===== src/rtl/prng_seg_addsub_pipe.sv =====
`default_nettype none
// ============================================================================
// Module : prng_seg_addsub_pipe
// Brief  : Pipelined lane-segmented add/subtract over W bits in 32-bit chunks.
// Rev    : 1.0
// ============================================================================
module prng_seg_addsub_pipe #(
  parameter int W           = 256,
  parameter int CHUNK_PER_S = 2
) (
  input  logic              clk,
  input  logic              rst_n,
  input  logic              in_valid,
  output logic              in_ready,
  input  logic [W-1:0]      a_i,
  input  logic [W-1:0]      b_i,
  input  logic              sub_i,
  input  logic [2:0]        width_i,
  input  logic [7:0]        tag_i,
  output logic              out_valid,
  input  logic              out_ready,
  output logic [W-1:0]      sum_o,
  output logic [W/32-1:0]   carry_o,
  output logic [7:0]        tag_o
);

  localparam int NCH    = W / 32;
  localparam int STAGES = NCH / CHUNK_PER_S;

  // Stage inputs: index 0 comes from the ports, index s from stage s-1 registers.
  logic           src_vld [STAGES];
  logic           src_sub [STAGES];
  logic [2:0]     src_wid [STAGES];
  logic [7:0]     src_tag [STAGES];
  logic [W-1:0]   src_a   [STAGES];
  logic [W-1:0]   src_b   [STAGES];
  logic [W-1:0]   src_sum [STAGES];
  logic [NCH-1:0] src_cf  [STAGES];
  logic           src_cy  [STAGES];

  logic [W-1:0]   sum_d [STAGES];
  logic [NCH-1:0] cf_d  [STAGES];
  logic           cy_d  [STAGES];

  logic           vld_q [STAGES];
  logic           sub_q [STAGES];
  logic [2:0]     wid_q [STAGES];
  logic [7:0]     tag_q [STAGES];
  logic [W-1:0]   a_q   [STAGES];
  logic [W-1:0]   b_q   [STAGES];
  logic [W-1:0]   sum_q [STAGES];
  logic [NCH-1:0] cf_q  [STAGES];
  logic           cy_q  [STAGES];

  function automatic logic [2:0] norm_width(input logic [2:0] w);
    case (w)
      3'b001, 3'b011, 3'b111: return w;
      default:                return 3'b000;
    endcase
  endfunction

  // Lane-low chunks for width code {is256,is128,is64}; repeats every 8 chunks.
  function automatic logic [NCH-1:0] lane_low(input logic [2:0] w);
    logic [NCH-1:0] m;
    for (int c = 0; c < NCH; c++) begin
      m[c] = (c % 8 == 0)
          || ((c % 2 == 1) && !w[0])
          || ((c % 4 == 2) && !w[1])
          || ((c % 8 == 4) && !w[2]);
    end
    return m;
  endfunction

  always_comb begin
    src_vld[0] = in_valid;
    src_sub[0] = sub_i;
    src_wid[0] = norm_width(width_i);
    src_tag[0] = tag_i;
    src_a[0]   = a_i;
    src_b[0]   = b_i;
    src_sum[0] = '0;
    src_cf[0]  = '0;
    src_cy[0]  = 1'b0;
    for (int s = 1; s < STAGES; s++) begin
      src_vld[s] = vld_q[s-1];
      src_sub[s] = sub_q[s-1];
      src_wid[s] = wid_q[s-1];
      src_tag[s] = tag_q[s-1];
      src_a[s]   = a_q[s-1];
      src_b[s]   = b_q[s-1];
      src_sum[s] = sum_q[s-1];
      src_cf[s]  = cf_q[s-1];
      src_cy[s]  = cy_q[s-1];
    end
  end

  always_comb begin
    logic           cy;
    logic [NCH-1:0] low;
    logic [NCH:0]   lowx;
    logic [31:0]    opb;
    logic [32:0]    t;
    cy   = 1'b0;
    low  = '0;
    lowx = '0;
    opb  = '0;
    t    = '0;
    for (int s = 0; s < STAGES; s++) begin
      sum_d[s] = src_sum[s];
      cf_d[s]  = src_cf[s];
      cy       = src_cy[s];
      low      = lane_low(src_wid[s]);
      // A chunk is a lane top when the next chunk starts a lane (or it is the last chunk).
      lowx     = {1'b1, low};
      for (int j = 0; j < CHUNK_PER_S; j++) begin
        if (low[s*CHUNK_PER_S + j]) begin
          cy = src_sub[s];
        end
        opb = src_sub[s] ? ~src_b[s][(s*CHUNK_PER_S + j)*32 +: 32]
                         :  src_b[s][(s*CHUNK_PER_S + j)*32 +: 32];
        t   = {1'b0, src_a[s][(s*CHUNK_PER_S + j)*32 +: 32]} + {1'b0, opb} + {32'd0, cy};
        sum_d[s][(s*CHUNK_PER_S + j)*32 +: 32] = t[31:0];
        cy  = t[32];
        cf_d[s][s*CHUNK_PER_S + j] = lowx[s*CHUNK_PER_S + j + 1] ? cy : 1'b0;
      end
      cy_d[s] = cy;
    end
  end

  // Any stall freezes every stage at once, so bubbles stay where they are.
  always_ff @(posedge clk) begin
    if (!rst_n) begin
      for (int s = 0; s < STAGES; s++) begin
        vld_q[s] <= 1'b0;
        sub_q[s] <= 1'b0;
        wid_q[s] <= 3'b000;
        tag_q[s] <= 8'h00;
        a_q[s]   <= '0;
        b_q[s]   <= '0;
        sum_q[s] <= '0;
        cf_q[s]  <= '0;
        cy_q[s]  <= 1'b0;
      end
    end else if (in_ready) begin
      for (int s = 0; s < STAGES; s++) begin
        vld_q[s] <= src_vld[s];
        sub_q[s] <= src_sub[s];
        wid_q[s] <= src_wid[s];
        tag_q[s] <= src_tag[s];
        a_q[s]   <= src_a[s];
        b_q[s]   <= src_b[s];
        sum_q[s] <= sum_d[s];
        cf_q[s]  <= cf_d[s];
        cy_q[s]  <= cy_d[s];
      end
    end
  end

  assign out_valid = vld_q[STAGES-1];
  assign sum_o     = sum_q[STAGES-1];
  assign carry_o   = cf_q[STAGES-1];
  assign tag_o     = tag_q[STAGES-1];
  assign in_ready  = !(out_valid && !out_ready);

endmodule
`default_nettype wire


===== config.mk =====
export PLATFORM = sky130hd
export DESIGN_NAME = prng_seg_addsub_pipe
export DESIGN_NICKNAME = d
export VERILOG_FILES = /design/src/rtl/prng_seg_addsub_pipe.sv
export SDC_FILE = /design/constraint.sdc
export NUM_CORES = 2
export LEC_CHECK = 0
export ABC_CLOCK_PERIOD_IN_PS = 100300
export BUFFER_PORTS_ARGS = -buffer_cell sky130_fd_sc_hd__buf_2
export CAP_MARGIN = 20
export CELL_PAD_IN_SITES_DETAIL_PLACEMENT = 1
export CELL_PAD_IN_SITES_GLOBAL_PLACEMENT = 1
export CORE_MARGIN = 2
export CORE_UTILIZATION = 52
export CTS_CLUSTER_SIZE = 25
export DETAILED_ROUTE_END_ITERATION = 10
export GPL_TIMING_DRIVEN = 0
export PLACE_DENSITY_LB_ADDON = 0.1
export RECOVER_POWER = 100
export SETUP_SLACK_MARGIN = 0.2
export SLEW_MARGIN = 20
export SYNTH_ARGS = -nofsm -noshare
export SYNTH_HDL_FRONTEND = slang
export SYNTH_SLANG_ARGS = --single-unit

===== constraint.sdc =====
create_clock -name clk -period 100.3 [get_ports clk]
set_input_delay 5.015 -clock clk [delete_from_list [all_inputs] [get_ports clk]]
set_output_delay 5.015 -clock clk [all_outputs]
set_load 0.05 [all_outputs]

=== Word level (Yosys, flattened, before mapping) ===
Memory sizes are Yosys's and may differ from the RTL's.
Index checks and enable logic that the tools add are counted.

* Add/subtract/negate cells: 16
* Multiplexer cells: 63
* Reduce and logical (&&, ||, !) cells: 4
* Bitwise gates (word level): 44
* Eq/ne operators: 3

{| class="wikitable"
|+ Operators with widths
! kind !! count
|-
| 256-bit two-way mux || 12
|-
| 32-bit by 32-bit adder with 33-bit output || 8
|-
| 33-bit by 1-bit adder with 33-bit output || 8
|-
| 32-bit two-way mux || 8
|-
| 32-bit NOT || 8
|-
| 8-bit two-way mux || 8
|-
| 1-bit OR || 36
|-
| 1-bit two-way mux || 30
|-
| 3-bit two-way mux || 5
|-
| 3-bit by 1-bit == test with 1-bit output (second input constant) || 1
|-
| 3-bit by 2-bit == test with 1-bit output (second input constant) || 1
|-
| 3-bit == test (second input constant) || 1
|-
| 3-bit OR reduction || 1
|-
| 1-bit zero test || 2
|-
| 1-bit logical AND || 1
|}

* Output and inout bits: 274
* Register bits after elaboration: 0
* Bits in writable memories: 3160
* Input port bits: 528
* Logic and storage cells: 139
* Memories: 9

{| class="wikitable"
|+ Memory list
! memory !! words !! width !! read ports !! clocked after Yosys merged registers in !! wr ports !! RTL line !! source
|-
| a_q || 4 || 256 || 3 || 0 || 4 || 49 || <nowiki>logic [W-1:0] a_q [STAGES];</nowiki>
|-
| b_q || 4 || 256 || 3 || 0 || 4 || 50 || <nowiki>logic [W-1:0] b_q [STAGES];</nowiki>
|-
| sum_q || 4 || 256 || 4 || 0 || 4 || 51 || <nowiki>logic [W-1:0] sum_q [STAGES];</nowiki>
|-
| cf_q || 4 || 8 || 4 || 0 || 4 || 52 || <nowiki>logic [NCH-1:0] cf_q [STAGES];</nowiki>
|-
| tag_q || 4 || 8 || 4 || 0 || 4 || 48 || <nowiki>logic [7:0] tag_q [STAGES];</nowiki>
|-
| wid_q || 4 || 3 || 3 || 0 || 4 || 47 || <nowiki>logic [2:0] wid_q [STAGES];</nowiki>
|-
| +3 memories || - || - || - || - || - || - ||
|}

=== Longest topological paths before layout ===
An unclocked memory read counts as a cell.

* Depth in word-level cells: 9
* Gate-level depth with buffers: 27
* Mapped depth without buffers: 24

=== Least setup slack after synthesis ===
Ideal clock, no wire load.

* Kind: in2reg
* From: input port rst_n
* To: memory a_q[0][100], enable pin
* Stages on the path: 3
* Path buffers: 2
* Required time: 86.795 ns
* Setup slack: 49.293 ns
* Arrival time: 37.501 ns
* Library setup time: 13.505 ns
* Path through: clkbuf_1 -> clkbuf_1 -> nand3b_1

{| class="wikitable"
|+ RTL lines
! what !! RTL line !! source
|-
| start: declaration || 12 || <nowiki>input logic rst_n,</nowiki>
|-
| end: declaration || 49 ||
|}

==> flow_summary.toml <==
[routing]
drc_errors = 0
wl_um = 224000
wl_per_cell_um = 26.9
firstDrtPassIters = 5
vias_per_cell = 5.86
drtIter0Drc = 4651
vias = 48779
antenna_left = 0

[clocking]
postCtsHoldBufs = 0
clkSinkCount = 1478
cts.path.max_buffers = 3
post_cts.repair.setup_buffers = 0
htree_num_levels = 4
cts_resized = 0
cts-root-buf = "clkbuf_16"
cts_buffers = 158
cts_tree = "built"
path_clk_slew_ns = 0.06
clock_latency_ns = 0.79

[synth]
syn-num-nets = 6103
syn_area_per_cell_um2 = 13.1
synth-main-ff-cell = "edfxtp_1"
ys_warn_count = 0
async_flop_share = 0
synth_area_leaders = "edfxtp_1, and3_1, ha_1"
yosysTopAreaCell = "edfxtp_1"
syn_area_mm2 = 0.0694
synth_commonest_cells = "edfxtp_1, and3_1, clkbuf_1, xor2_1, nor2_1"
synth_top_area_share = 0.638
synth-seq-area-share = 0.639
synth.distinct_cells = 88
ys_ff_latch = 1478
yosysMostFrequentCell = "edfxtp_1"
synth-edff-count = 1475
postSynthCellCount = 5314

[timing]
fin_skew_ns = 0.0225
finalHoldViolCount = 0
min_period_ns = 13.08
rsz0062_at_grt = "false"
drv_slew = 60
min_period_over_period = 0.130
finalSetupViolations = 0
finalSetupTns_ns = 0
fmax_mhz = 76.4
tightest_slew_ns = 1.73
slew-limit-headroom = -0.155

[die]
row_count = 134
start_util = 0.522
num_io_pins = 802
die_y_um = 369
die_width_um = 369
die-area_mm2 = 0.136
core_area_mm2 = 0.133

[setup_path]
critPathArrivalTime_ns = 13.69
path_class = "in -> reg"
crit_family = "compound AO/OA/AOI/OAI gates"
cp.buffers_inverters = 3
cp.required_ns = 100.91
max_stage_delay_ns = 1.07
cp-end-kind = "flip-flop"
cpMaxStageDelayCell = "clkbuf_1"
cp_max_fo = 10
reg2reg_from = "sub_q[0][0]"
startpoint = "sub_i"
start_kind = "input port"

[placed_design]
gp_congestion = 0.926
port-buffer-count = 801
place_area_mm2 = 0.0771
hpwlAfterDp_um = 172000

[worst_hold_path]
hold_path.class = "reg -> reg"
hold_start = "sum_q[1][119]"

[cells_and_area]
area.growth.synth_to_final_pct = 16.2
fillers = 13672
drive_gt1_frac = 0.120
register_area_mm2 = 0.0444
final_nets = 7173
fin_area_mm2 = 0.0806
multi_input_area_mm2 = 0.0232

[power]
peakVddDrop_v = 0.0000145
p_leak_nw = 38.5
power_mw = 1.52
p_per_area_mw_per_mm2 = 18.8

[grt]
antenna_found_initial = 85
grt_max_degree = 19
grt_overflow = 0
grt_pass1_vias = 50497
grt_pass1_wl_um = 323000
grtUsageTotal = 0.323

[outcome]
outcome = "finished, violations left"
violations = "max-capacitance violations, max-slew violations"

[run]
drv_cap = 5
[worst register-to-register path: stages (launching register included)]
cell and delay, ns:
edfxtp_1 0.32, clkbuf_1 0.16, clkbuf_1 0.81, clkbuf_1 0.93
xor2_1 0.25, ha_1 0.33, clkbuf_1 0.20, a21o_1 0.24
a21o_1 0.18, a21oi_1 0.23, nand3_1 0.14, a21oi_1 0.35
a31oi_1 0.18, a21oi_1 0.26, or3_1 0.20, a31oi_1 0.13
fa_1 0.49, inv_1 0.11, fa_1 0.21, nand2b_1 0.14
a21o_1 0.18, a21boi_0 0.15, o41ai_1 0.62, o21ai_0 0.35
a221oi_1 0.65, o31ai_1 0.25, a2111oi_0 0.93, nor3_1 0.11
[final timing paths]
| path | endpoint | slack [ns] | cells after the start |
|---|---|---|---|
| setup / recovery | cf_q[0][1] | 87.22 | 25 |
| hold / removal | sum_q[2][119] | 0.54 | 1 |
| hold reg to reg | sum_q[2][119] | 0.54 | 1 |
| setup reg to reg | cf_q[1][3] | 90.93 | 27 |
[sequential cells by signal, summed over array words and instances, names as in the netlist]
name / flops
sum_q: 640
a_q: 384
b_q: 384
tag_q: 32
cf_q: 20
wid_q: 8
vld_q: 4
cy_q: 3
sub_q: 3
[power breakdown]
part           total [mW]  internal, mW  switching (mW)
logic               0.204        0.0700           0.134
registers           0.748         0.729          0.0183
clock network       0.567         0.318           0.249
[per-stage QoR]
stage           util  hold slack (ns)  instances  setup WS, ns
3_3_place_gp   0.569            0.495       7883         31.66
6_report       0.606            0.537       8329         87.22
3_5_place_dp   0.580            0.519       7992         87.49
2_1_floorplan      -            0.474       5314         49.29
5_1_grt        0.606            0.556       8306         86.75
4_1_cts        0.617            0.533       8287         88.23
[routing by layer]
metal  track usage  up-vias  part of all wire
met5             0        -            0.0013
met4         0.142       44             0.047
met3        0.0675      454             0.081
met2         0.536     1821              0.48
met1         0.408    24328              0.39
li1              -    22132                 -
[final cells by class]
| class | instances | share of cell area |
|---|---|---|
| Antenna cell | 42 | 0.00130 |
| Sequential cell | 1478 | 0.550 |
| Multi-Input combinational cell | 3390 | 0.288 |
| Buffer | 375 | 0.0176 |
| Clock inverter | 93 | 0.00923 |
| Clock buffer | 202 | 0.0521 |
| Inverter | 71 | 0.00331 |
| Tap cell | 1768 | 0.0274 |
| Timing Repair Buffer | 910 | 0.0508 |
[placed cells by master, fill, tap and decap left out, types with 8 or more instances in the layout]
cell type  count
nor2b_1       45
xnor2_1      107
a31oi_1       28
o211ai_1      15
clkinv_1      33
o31ai_1       15
clkbuf_1     776
o21ai_0      107
nand2b_1      29
nand2_1      124
clkinv_2      31
fa_1          13
and3_1      1239
bufinv_16      8
nand4_1       33
and4_1         8
edfxtp_1    1475
xor2_1       342
diode_2       42
buf_1         11
ha_1         248
nand3_1       54
o21bai_1      27
inv_6          9
a21o_1       151
inv_1         71
and2_1        14
a21oi_1      229
a211oi_1      21
clkbuf_16    159
or3_1          9
nor2_1       299
buf_2        529
a21boi_0      13
o21a_1        31
nor3_1        49
mux2i_1       18
a211o_1        8
[cells by family (layout without fill, tap and decap cells)]
| logic type | count (synthesis) | after routing | synth area share |
|---|---|---|---|
| AOI/OAI and AO/OA | 730 | 730 | 0.0708 |
| and+or+nand+nor | 1932 | 1932 | 0.158 |
| muxes | 18 | 18 | 0.00260 |
| adders and majority gates | 261 | 261 | 0.0485 |
| buffers and inverters | 446 | 1651 | 0.0242 |
| DFF | 1478 | 1478 | 0.639 |
| other | 0 | 42 | 0 |
| xor gates and xnor gates | 449 | 449 | 0.0567 |
(Power assumes the default switching activity.)
